`src/rtl/ipsxe_floating_point_rom_c_arb_if.sv`:
```
`timescale 1ns/1ps
`default_nettype none
// ============================================================================
//  Module   : ipsxe_floating_point_rom_c_arb_if
//  Purpose  : Request/grant, ROM-port and response bundle for the shared
//             constant-ROM round-robin arbiter.
//  Revision : 1.0 - initial release
// ============================================================================
interface ipsxe_floating_point_rom_c_arb_if #(
    parameter int NUM_REQ  = 4,
    parameter int ID_WIDTH = 2,
    parameter int FW       = 32
);
    logic [NUM_REQ-1:0]   req_valid;
    logic [4*NUM_REQ-1:0] req_addr;
    logic [NUM_REQ-1:0]   req_ready;
    logic [3:0]           rom_rd_addr;
    logic [FW-1:0]        rom_dout;
    logic                 rsp_valid;
    logic [ID_WIDTH-1:0]  rsp_id;
    logic [FW-1:0]        rsp_data;
    logic                 rsp_addr_err;
    logic                 busy;

    // Arbiter side: takes requests and ROM data, returns grants and responses
    modport slave (
        input  req_valid, req_addr, rom_dout,
        output req_ready, rom_rd_addr, rsp_valid, rsp_id, rsp_data,
               rsp_addr_err, busy
    );

    // Environment side: requesters plus the ROM instance
    modport master (
        output req_valid, req_addr, rom_dout,
        input  req_ready, rom_rd_addr, rsp_valid, rsp_id, rsp_data,
               rsp_addr_err, busy
    );
endinterface
`default_nettype wire

```
`src/rtl/ipsxe_floating_point_rom_c_arb.sv`:
```
`timescale 1ns/1ps
`default_nettype none
// ============================================================================
//  Module   : ipsxe_floating_point_rom_c_arb
//  Purpose  : Round-robin arbiter sharing one 1-cycle registered constant ROM
//             among NUM_REQ FP requesters; results return tagged with the
//             requester ID two cycles after acceptance.
//  Revision : 1.0 - initial release
// ============================================================================
module ipsxe_floating_point_rom_c_arb #(
    parameter int NUM_REQ   = 4,
    parameter int ID_WIDTH  = 2,
    parameter int EXP_WIDTH = 8,
    parameter int MAN_WIDTH = 23
) (
    input  wire logic                    clk,
    input  wire logic                    rst_n,
    ipsxe_floating_point_rom_c_arb_if.slave bus
);
    localparam int FW = 1 + EXP_WIDTH + MAN_WIDTH;
    localparam logic [ID_WIDTH-1:0] c_LAST_ID = ID_WIDTH'(NUM_REQ - 1);

    // Round-robin pointer and pipeline stages
    logic [ID_WIDTH-1:0] r_rr_ptr;
    logic [3:0]          r_rom_rd_addr;
    logic                r_s1_valid;
    logic [ID_WIDTH-1:0] r_s1_id;
    logic                r_s1_err;
    logic                r_rsp_valid;
    logic [ID_WIDTH-1:0] r_rsp_id;
    logic                r_rsp_err;

    // Arbitration results
    logic [NUM_REQ-1:0]  w_grant;
    logic                w_found;
    logic [ID_WIDTH-1:0] w_win_id;
    logic [3:0]          w_win_addr;
    logic                w_accept;
    logic [ID_WIDTH-1:0] w_next_ptr;
    int                  w_idx;

    // Search req_valid from r_rr_ptr upward with wrap; first set bit wins
    always_comb begin
        w_grant    = '0;
        w_found    = 1'b0;
        w_win_id   = '0;
        w_win_addr = '0;
        w_idx      = 0;
        for (int k = 0; k < NUM_REQ; k++) begin
            w_idx = int'(r_rr_ptr) + k;
            if (w_idx >= NUM_REQ) begin
                w_idx = w_idx - NUM_REQ;
            end
            if (!w_found && bus.req_valid[w_idx]) begin
                w_found        = 1'b1;
                w_grant[w_idx] = 1'b1;
                w_win_id       = ID_WIDTH'(w_idx);
                w_win_addr     = bus.req_addr[4*w_idx +: 4];
            end
        end
    end

    // No grants are offered while reset is asserted
    assign w_accept      = w_found & rst_n;
    assign bus.req_ready = w_grant & {NUM_REQ{rst_n}};

    // Pointer moves one past the winner, wrapping at NUM_REQ (not 2**ID_WIDTH)
    assign w_next_ptr = (w_win_id == c_LAST_ID) ? '0 : w_win_id + 1'b1;

    // Accept stage: advance pointer, issue ROM address, capture tag/error
    always_ff @(posedge clk or negedge rst_n) begin
        if (!rst_n) begin
            r_rr_ptr      <= '0;
            r_rom_rd_addr <= '0;
            r_s1_valid    <= 1'b0;
            r_s1_id       <= '0;
            r_s1_err      <= 1'b0;
        end else begin
            r_s1_valid <= w_accept;
            if (w_accept) begin
                r_rr_ptr      <= w_next_ptr;
                r_rom_rd_addr <= w_win_addr;
                r_s1_id       <= w_win_id;
                r_s1_err      <= (w_win_addr > 4'd3);
            end
        end
    end

    // Response stage: aligned with the ROM's registered output
    always_ff @(posedge clk or negedge rst_n) begin
        if (!rst_n) begin
            r_rsp_valid <= 1'b0;
            r_rsp_id    <= '0;
            r_rsp_err   <= 1'b0;
        end else begin
            r_rsp_valid <= r_s1_valid;
            r_rsp_id    <= r_s1_id;
            r_rsp_err   <= r_s1_err;
        end
    end

    assign bus.rom_rd_addr  = r_rom_rd_addr;
    assign bus.rsp_valid    = r_rsp_valid;
    assign bus.rsp_id       = r_rsp_id;
    assign bus.rsp_addr_err = r_rsp_err;
    assign bus.rsp_data     = r_rsp_valid ? bus.rom_dout : {FW{1'b0}};
    assign bus.busy         = r_s1_valid | r_rsp_valid;

endmodule
`default_nettype wire

```
`src/flat_wrapper.sv`:
```
// flat-port wrapper written by rule: the top's interface ports become plain ports
module ipsxe_floating_point_rom_c_arb_flat 
#(
    parameter int NUM_REQ   = 4,
    parameter int ID_WIDTH  = 2,
    parameter int EXP_WIDTH = 8,
    parameter int MAN_WIDTH = 23
)
  (clk, rst_n, bus_req_valid, bus_req_addr, bus_rom_dout, bus_req_ready, bus_rom_rd_addr, bus_rsp_valid, bus_rsp_id, bus_rsp_data, bus_rsp_addr_err, bus_busy);
  ipsxe_floating_point_rom_c_arb_if #(.NUM_REQ(NUM_REQ), .ID_WIDTH(ID_WIDTH), .FW((32))) bus_i ();
  input  wire logic clk;
  input  wire logic rst_n;
  input wire logic [$bits(bus_i.req_valid)-1:0] bus_req_valid;
  input wire logic [$bits(bus_i.req_addr)-1:0] bus_req_addr;
  input wire logic [$bits(bus_i.rom_dout)-1:0] bus_rom_dout;
  output wire logic [$bits(bus_i.req_ready)-1:0] bus_req_ready;
  output wire logic [$bits(bus_i.rom_rd_addr)-1:0] bus_rom_rd_addr;
  output wire logic [$bits(bus_i.rsp_valid)-1:0] bus_rsp_valid;
  output wire logic [$bits(bus_i.rsp_id)-1:0] bus_rsp_id;
  output wire logic [$bits(bus_i.rsp_data)-1:0] bus_rsp_data;
  output wire logic [$bits(bus_i.rsp_addr_err)-1:0] bus_rsp_addr_err;
  output wire logic [$bits(bus_i.busy)-1:0] bus_busy;
  assign bus_i.req_valid = bus_req_valid;
  assign bus_i.req_addr = bus_req_addr;
  assign bus_i.rom_dout = bus_rom_dout;
  assign bus_req_ready = bus_i.req_ready;
  assign bus_rom_rd_addr = bus_i.rom_rd_addr;
  assign bus_rsp_valid = bus_i.rsp_valid;
  assign bus_rsp_id = bus_i.rsp_id;
  assign bus_rsp_data = bus_i.rsp_data;
  assign bus_rsp_addr_err = bus_i.rsp_addr_err;
  assign bus_busy = bus_i.busy;
  ipsxe_floating_point_rom_c_arb #(.NUM_REQ(NUM_REQ), .ID_WIDTH(ID_WIDTH), .EXP_WIDTH(EXP_WIDTH), .MAN_WIDTH(MAN_WIDTH)) u_core (.clk(clk), .rst_n(rst_n), .bus(bus_i));
endmodule
```
`config.mk`:
```
export PLATFORM = sky130hd
export DESIGN_NAME = ipsxe_floating_point_rom_c_arb_flat
export DESIGN_NICKNAME = d
export VERILOG_FILES = /design/src/rtl/ipsxe_floating_point_rom_c_arb_if.sv /design/src/rtl/ipsxe_floating_point_rom_c_arb.sv /design/src/flat_wrapper.sv
export SDC_FILE = /design/constraint.sdc
export NUM_CORES = 1
export LEC_CHECK = 0
export CORE_MARGIN = 2
export CORE_UTILIZATION = 40
export CTS_CLUSTER_SIZE = 12
export DETAILED_ROUTE_END_ITERATION = 8
export PLACE_DENSITY = 0.81
export SYNTH_ARGS = -nofsm -noshare
export SYNTH_HDL_FRONTEND = slang
export SYNTH_SLANG_ARGS = --single-unit
```
`constraint.sdc`:
```
create_clock -name clk -period 3.8 [get_ports clk]
set_input_delay 0.38 -clock clk [delete_from_list [all_inputs] [get_ports clk]]
set_output_delay 0.38 -clock clk [all_outputs]
set_load 0.02 [all_outputs]
```
Yosys cells after proc, flatten, opt, wreduce, memory -nomap -nowiden
Cells that the tools add are included.
{"block": "classes", "n_reduce_logical": 10, "shift": 4, "bitwise": 6, "addsub": 8, "order_cmp": 13, "n_mux": 42, "eq_ne": 1}
{"operator": "two-way mux 32 bit", "n": 5}
{"operator": ">= comparator 32 x 1 -> 1 bit (second input constant)", "n": 4}
{"operator": "less-than comparator 32 x 4 -> 1 bit (second input constant)", "n": 4}
{"operator": "indexed part select 16 x 32 -> 4 bit", "n": 4}
{"operator": ">= comparator 32 x 4 -> 1 bit (second input constant)", "n": 3}
{"operator": "subtractor 32 x 4 -> 32 bit (second input constant)", "n": 3}
{"operator": "two-way mux 4 bit", "n": 8}
{"operator": "two-way mux 1 bit", "n": 16}
{"operator": "OR 4 bit", "n": 3}
{"operator": "two-way mux 2 bit", "n": 5}
{"operator": "binary-select mux 1 bit (select 2 bit)", "n": 4}
{"operator": "demux 1 bit (select 2 bit)", "n": 4}
{"operator": "logical AND 1 bit", "n": 7}
{"operator": "adder 2 x 2 -> 3 bit (second input constant)", "n": 2}
{"operator": "bitwise AND 4 bit", "n": 1}
{"operator": "greater-than comparator 4 x 2 -> 1 bit (second input constant)", "n": 1}
{"operator": "subtractor 2 x 3 -> 4 bit (second input constant)", "n": 1}
{"operator": "adder 2 x 1 -> 3 bit (second input constant)", "n": 1}
{"operator": ">= comparator 2 x 3 -> 1 bit (second input constant)", "n": 1}
{"operator": "zero test 1 bit", "n": 3}
{"operator": "adder 2 x 1 -> 2 bit (second input constant)", "n": 1}
{"operator": "== test 2 bit (second input constant)", "n": 1}
{"operator": "bitwise AND 1 bit", "n": 1}
{"operator": "OR 1 bit", "n": 1}
{"block": "totals", "wordCells": 92, "output_inout_bits": 45, "ff_bits": 14, "inputBits": 54}

Depth between registers and ports, before layout
Gate-level depths: netlist (run 1).
{"block": "depth", "ltp_word": 17, "ltp_mapped": 10, "ltp_nobuf": 7}

Worst setup path after synthesis (run 1)
Ideal clock, no wire load.
{"block": "synth_path", "kind": "register -> output", "start": "reg with a tool-made name", "end": "out bus_req_ready[2]", "n_path_buf": 3, "required_ps": 3420, "arrival_ps": 2875, "stages_incl_launch_ff": 11, "path_slack_ps": 545, "cell_sequence": "dfrtp_1 > buf_6 > buf_6 > clkinv_1 > ha_1 > buf_2 > nor3_1 > nand3_1 > a21oi_1 > o21ai_0 > a21boi_0"}
{"element": "to (decl)", "line_no": "flat_wrapper.sv:16", "rtl": "output wire logic [$bits(bus_i.req_ready)-1:0] bus_req_ready;"}

Final worst setup path (run 1)
{"block": "layout_path", "start": "reg u_core.r_rr_ptr[1]", "end": "out bus_req_ready[2]"}
{"block": "layout_between", "elab_chain_cells": 16, "elab_cells_between_ends": 64, "classes_between": "7 x add/sub; 12 x order compare; 31 x mux; 4 x bitwise; 10 x reduce/logical"}
{"element": "from (decl)", "line_no": "ipsxe_floating_point_rom_c_arb.sv:24", "rtl": "logic [ID_WIDTH-1:0] r_rr_ptr;"}
{"element": "from (signal assigned)", "line_no": "ipsxe_floating_point_rom_c_arb.sv:81", "rtl": "r_rr_ptr <= w_next_ptr;"}
{"element": "parallel branches: the longest is 14 deep, another holds subtractor 32 x 4 -> 32 bit"}
{"element": "two-way mux 4 bit (*)", "line_no": "ipsxe_floating_point_rom_c_arb.sv:54", "rtl": "if (!w_found && bus.req_valid[w_idx]) begin"}
{"element": "bitwise AND 4 bit (*)", "line_no": "ipsxe_floating_point_rom_c_arb.sv:65", "rtl": "assign bus.req_ready = w_grant & {NUM_REQ{rst_n}};"}
Every way passes the cells marked *. The select of a mux whose other input is x is not followed.

==> impl_results.md, run 1 <==
- Cts bufs inserted: 3
- Fin cells: 377
- Hold-fix buffers, CTS: 0
- Crit path DAT: 3.24 ns
- Reg2reg start: u_core.r_rr_ptr[1]$_DFFE_PN0P_
- HPWL after DPL: 4960 um
- Leak: 0.00116 uW
- Cells after Synth: 229
- Slew margin rel.: 0.567
- Drt via density: 5.90
- Power Density: 622 nW/um^2
- Clock tree buffer depth: 2
- Core ar.: 4630 um^2
- Unrepaired setup endpoints after global routing: no
- Die Area: 5300 um^2
- Hold Path Sink: u_core.bus.rsp_valid$_DFF_PN0_
- Avg Cell Area, Syn: 8.27 um^2
- Synth area leader: dfrtp_1
- Post-synth EDFFs: 0
- CP endpoint kind: output port
- Vias in the first global route: 1,977
- Routability cong.: 0.939
- Post-synthesis sequential area ratio: 0.185
- Largest net degree at the start of global routing: 45
- CP Launch Type: flip-flop
- Fmax: 276 MHz
- Antenna violations before repair: 0
- H-Tree Depth: 1
- Global-route total usage across every layer: 0.240
- Vert. Die Dim: 72.8 um
- Reg2reg end: u_core.bus.rom_rd_addr[1]$_DFFE_PN0P_
- Nets@finish: 385
- Initial DRC count: 95
- Setup TNS: 0 ns
- Global-route wire length before repair: 9900 um
- Clk_skew: 0.00386 ns
- Grt total ovfl: 0
- Placement row count: 25
- Final core utilization: 0.643
- Clk slew on worst S/H paths: 0.06 ns
- R2R Setup Slk: 1.01 ns
- Max Cap Viol: 0
- CP max FO: 11
- Die Width: 72.8 um
- Tightest Pin Transition: 0.649 ns
- Area Overhead vs Synth: 57.2%
- Status: completed
- Post-DRT Antenna Nets: 0
- Initial Util: 0.409
- Synth Net Count: 290
- DR WL/cell: 16.6 um
- Post-Route WL: 6240 um
- Min-Delay Path Depth: 0
- Hold Path Origin: u_core.r_s1_valid$_DFF_PN0_
- First-pass iteration count of the detailed router: 4
- Setup crit start: u_core.r_rr_ptr[1]$_DFFE_PN0P_
- Synth area leaders: dfrtp_1 (18%), and2_1 (11%), mux4_2 (7.1%), o21ai_0 (5.5%), ha_1 (4.6%)
- DRC: 0
- Clock Sinks: 14
- Final Critical Period: 3.62 ns
- Cell with the most instances after synthesis: and2_1
- Post-synthesis cell area: 1890 um^2
- Fin crit share: 0.954
- Top cells by count, synth: and2_1 (32), o21ai_0 (21), nand2_1 (17), dfrtp_1 (14)
- I/O pins: 99
- Critical Path RT: 3.42 ns
- Share of cells above drive strength 1: 0.111
- Max Slew Vio Count: 0
- DR vias: 2,224
- Yosys reg bits: 14
- Critical path type: reg -> out
- Number of antenna diodes: 0
- Ys Warns: 0
- R2R depth: 9
- Synth unique cells: 57
- Prevailing post-synth register cell: dfrtp_1
- Worst-Skew Late Latency: 0.25 ns
- CTS Root Cell: clkbuf_8
- Max IR drop VDD: 459 uV
- Worst hold path type: reg -> reg
- Area share of the largest cell type after synthesis: 0.185
- Final Hold Vio Count: 0
- I/O Buffers: 98
- Cell count after placement: 373
- CTS tree: done
- Total power: 1850 uW
- FFs w/ async S/R, synth: 1.00
- Final setup fails: 0
-- final cells by class --
class                      count  area (um^2)
clock buffer                   4         55.1
inverter                       5         18.8
timing repair buffer         109         1060
tap                           54         67.6
sequential                    14          352
fill                         421         1650
multi-input combinational    191         1420
-- kinds of logic after synthesis --
| group | count (synthesis) | share of synthesized area |
|---|---|---|
| buffers and inverters | 24 | 0.0667 |
| xor gates and xnor gates | 1 | 0.00462 |
| AOI/OAI and AO/OA | 72 | 0.275 |
| muxes | 20 | 0.153 |
| DFF | 14 | 0.185 |
| and+or+nand+nor | 91 | 0.270 |
| adders and majority gates | 7 | 0.0462 |
-- worst max-delay path: stages (launching register included) --
cell             delay [ns]
dfrtp_2                0.47
inv_1                  0.18
ha_1                   0.36
mux4_2                 0.57
and2b_1                0.33
a221o_1                0.17
o21ai_0                0.07
a21boi_0               0.21
clkdlybuf4s50_1        0.64
-- timing repair --
action | 4_1_cts | 5_1_grt
hold endpoints to repair | 0 | 0
setup endpoints to repair | 0 | 4
resized for setup | 0 | 2
buffers inserted | 0 | 0
-- where the power goes --
group / internal (uW) / switching, uW
registers: 215 / 42.4
logic: 650 / 794
clock network: 92.0 / 59.3
total: 957 / 896
-- routing by layer --
| metal | routed length, um | GRT usage |
|---|---|---|
| met1 | 2400 | 0.290 |
| met2 | 3070 | 0.434 |
| met3 | 630 | 0.0401 |
| met4 | 144 | 0.0741 |
| met5 | 0 | 0 |
-- state kept, by name, summed over array words and instances (netlist names), named ones only --
signal and cells:
u_core.bus.rsp_addr_err 1, u_core.bus.rsp_id 2, u_core.bus.rom_rd_addr 4, u_core.r_s1_valid 1, u_core.r_s1_err 1, u_core.r_rr_ptr 1, u_core.bus.rsp_valid 1, u_core.r_s1_id 2
-- cells in the final DEF (no fill, tap or decap), types with 2 or more instances in the layout --
cell              n
clkdlybuf4s50_1  98
and2_1           32
o21ai_0          21
nand2_1          17
dfrtp_1          13
buf_4            11
nand3_1           9
nor2_1            9
a21oi_1           8
mux2_2            7
ha_1              7
mux4_2            6
mux2i_1           6
a32oi_1           6
inv_1             4
nor2b_1           4
o21a_1            4
clkbuf_8          4
nor3b_1           3
a211oi_1          3
o221ai_1          3
a31oi_1           3
nor3_1            2
and3b_1           2
and2b_1           2
a22oi_1           2
a221o_1           2
a21boi_0          2
a2bb2oi_1         2
o31a_1            2
a211o_1           2
a32o_1            2
and3_1            2
-- metrics by stage --
step,hold WS (ns),worst slack [ns],cell area (um^2)
floorplan,0.0844,0.545,1890
global placement,0.353,0.447,2920
detailed placement,0.357,0.375,2920
CTS,0.371,0.0759,2970
global route,0.393,0.0279,2980
finish,0.366,0.176,2980
-- worst max path at each step --
stage / to / slack (ns) / cells after the start
2_1_floorplan: bus_req_ready[2] / 0.55 / 10
6_report: bus_req_ready[2] / 0.18 / 8
3_3_place_gp: bus_req_ready[2] / 0.45 / 8
5_1_grt: bus_req_ready[3] / 0.03 / 8
3_5_place_dp: bus_req_ready[2] / 0.37 / 8
4_1_cts: bus_req_ready[2] / 0.08 / 8
No activity file was read; power rests on OpenSTA's default activity.
==> inputs of run 2 (changes only) <==
--- a/config.mk
+++ b/config.mk
@@ -9,7 +9,9 @@
 export CORE_UTILIZATION = 40
 export CTS_CLUSTER_SIZE = 12
 export DETAILED_ROUTE_END_ITERATION = 8
+export GPL_TIMING_DRIVEN = 0
 export PLACE_DENSITY = 0.81
+export SLEW_MARGIN = 20
 export SYNTH_ARGS = -nofsm -noshare
 export SYNTH_HDL_FRONTEND = slang
 export SYNTH_SLANG_ARGS = --single-unit
==> impl_results.md, run 2 (synthesis results as in run 1) <==
- Drt via density: 5.84 (-0.93%)
- Flip-flop and latch area: 353 um^2 (+0.36%)
- Fillers: 415 (-1.4%)
- I/O pins: 99 (unchanged)
- Final Critical Period: 3.57 ns (-0.0527 ns)
- Commonest non-fill, non-tap cell in the layout: clkdlybuf4s50_1
- Fmax: 280 MHz (+1.5%)
- Cts bufs inserted: 3 (unchanged)
- Placement row count: 25 (unchanged)
- Final setup fails: 0 (unchanged)
- CP max FO: 10 (-1)
- Clock Sinks: 14 (unchanged)
- H-Tree Depth: 1 (unchanged)
- Max reg flops: 4 (unchanged)
- Slew margin rel.: 0.365 (-0.202)
- Unrepaired setup endpoints after global routing: no
- Area Overhead vs Synth: 59.8%
- Initial DRC count: 104 (+9.5%)
- DRC: 0 (unchanged)
- Critical path type: reg -> out
- Final Hold Vio Count: 0 (unchanged)
- Core ar.: 4630 um^2 (unchanged)
- Max IR drop VDD: 472 uV (+2.8%)
- HPWL after DPL: 5250 um (+5.7%)
- Critical Path RT: 3.42 ns (about the same)
- Grt total ovfl: 0 (unchanged)
- Min-Delay Path Depth: 0 (unchanged)
- Routability cong.: 0.910 (-3.1%)
- Share of cells above drive strength 1: 0.133 (+0.0215)
- I/O Buffers: 96 (-2.0%)
- Antenna violations before repair: 0 (unchanged)
- Cell count after placement: 379 (+1.6%)
- Global-route wire length before repair: 9960 um (+0.63%)
- Post-DRT Antenna Nets: 0 (unchanged)
- Vert. Die Dim: 72.8 um (unchanged)
- CP endpoint kind: output port
- Vias in the first global route: 1,998 (+1.1%)
- CTS tree: done
- Most frequent cells in the layout: clkdlybuf4s50_1 (93), and2_1 (32), o21ai_0 (21)
- Clock tree buffer depth: 2 (unchanged)
- Total power: 1890 uW (+2.1%)
- Reg2reg end: u_core.r_s1_err$_DFFE_PN0P_
- Tightest Pin Transition: 0.942 ns (+0.292 ns)
- R2R Setup Slk: 1.06 ns (+0.05 ns)
- Leak: 0.00120 uW (+3.6%)
- R2R depth: 10 (+1)
- Max Slew Vio Count: 0 (unchanged)
- Hold Path Origin: u_core.r_s1_id[0]$_DFFE_PN0P_
- DR vias: 2,250 (+1.2%)
- Worst-Skew Late Latency: 0.24 ns (about the same)
- Max Cap Viol: 0 (unchanged)
- Power Density: 625 nW/um^2 (+0.47%)
- CTS Root Cell: clkbuf_8
- Worst hold path type: reg -> reg
- Clk_skew: 0.00326 ns (-0.000597 ns)
- Number of antenna diodes: 0 (unchanged)
- Fin crit share: 0.940 (-0.0139)
- Hold Path Sink: u_core.bus.rsp_id[0]$_DFF_PN0_
- Clk slew on worst S/H paths: 0.06 ns (about the same)
- Hold-fix buffers, CTS: 0 (unchanged)
- DR WL/cell: 16.6 um (+0.34%)
- Nets@finish: 393 (+2.1%)
- Post-Route WL: 6400 um (+2.5%)
- CP Launch Type: flip-flop
- Initial Util: 0.409 (unchanged)
- Fin cells: 385 (+2.1%)
- Global-route total usage across every layer: 0.237 (-0.00389)
- Status: completed
- Crit path DAT: 3.19 ns (-0.05 ns)
- Largest net degree at the start of global routing: 16 (-64%)
- Die Area: 5300 um^2 (unchanged)
- Setup TNS: 0 ns (unchanged)
- Multi-input gate area: 1450 um^2 (+1.8%)
- First-pass iteration count of the detailed router: 5 (+1)
- Die Width: 72.8 um (unchanged)
run 2: worst max-delay path: stages, from the launching register on:
cell             delay (ns)
dfrtp_2                0.42
buf_6                  0.15
buf_6                  0.16
inv_4                  0.09
ha_4                   0.31
mux4_2                 0.57
and2b_2                0.30
a22oi_1                0.08
o21ai_0                0.16
o21a_1                 0.13
clkdlybuf4s50_1        0.59
run 2: how the worst max path moves through the flow:
stage / startpoint / endpoint
finish: flip-flop / bus_req_ready[0]
global route: flip-flop / bus_req_ready[0]
CTS: flip-flop / bus_req_ready[1]
detailed placement: flip-flop / bus_req_ready[2]
global placement: flip-flop / bus_req_ready[2]
floorplan: flip-flop / bus_req_ready[2]
run 2: per-layer routing:
metal / global-route usage / share of wire / vias to the layer above
met5: 0 / 0 / -
met4: 0.0638 / 0.016 / 0
met3: 0.0456 / 0.096 / 12
met2: 0.420 / 0.50 / 132
met1: 0.291 / 0.39 / 1038
li1: - / - / 1068
run 2: cell type report:
cell class | instances | area share
plain buffers | 19 | 0.0356
clock buffers | 4 | 0.0182
inverters | 5 | 0.00703
multi-input cells | 191 | 0.478
flip-flops and latches | 14 | 0.117
well taps | 54 | 0.0223
repair buffers | 98 | 0.322
run 2: repair_timing:
| item | in CTS | in global routing |
|---|---|---|
| resized for setup | 8 | 5 |
| buffers inserted | 0 | 2 |
| pin swaps | 0 | 1 |
| setup endpoints to repair | 4 | 4 |
| gates cloned | 0 | 0 |
run 2: report_power, final:
group / leakage [uW] / switching (uW) / internal (uW)
registers: 0.000167 / 52.1 / 216
clock network: 0.0000288 / 46.0 / 91.4
logic: 0.00100 / 812 / 673
total: 0.00120 / 911 / 981
run 2: metrics by stage:
| stage | utilization | setup WS, ns | cell area (um^2) | hold WS, ns |
|---|---|---|---|---|
| after floorplan | - | 0.545 | 1890 | 0.0844 |
| after global placement | 0.631 | -0.495 | 2920 | 0.355 |
| after detailed placement | 0.631 | -0.471 | 2920 | 0.365 |
| after CTS | 0.648 | 0.00586 | 3000 | 0.378 |
| after global routing | 0.654 | 0.0962 | 3030 | 0.390 |
| final | 0.654 | 0.229 | 3030 | 0.374 |
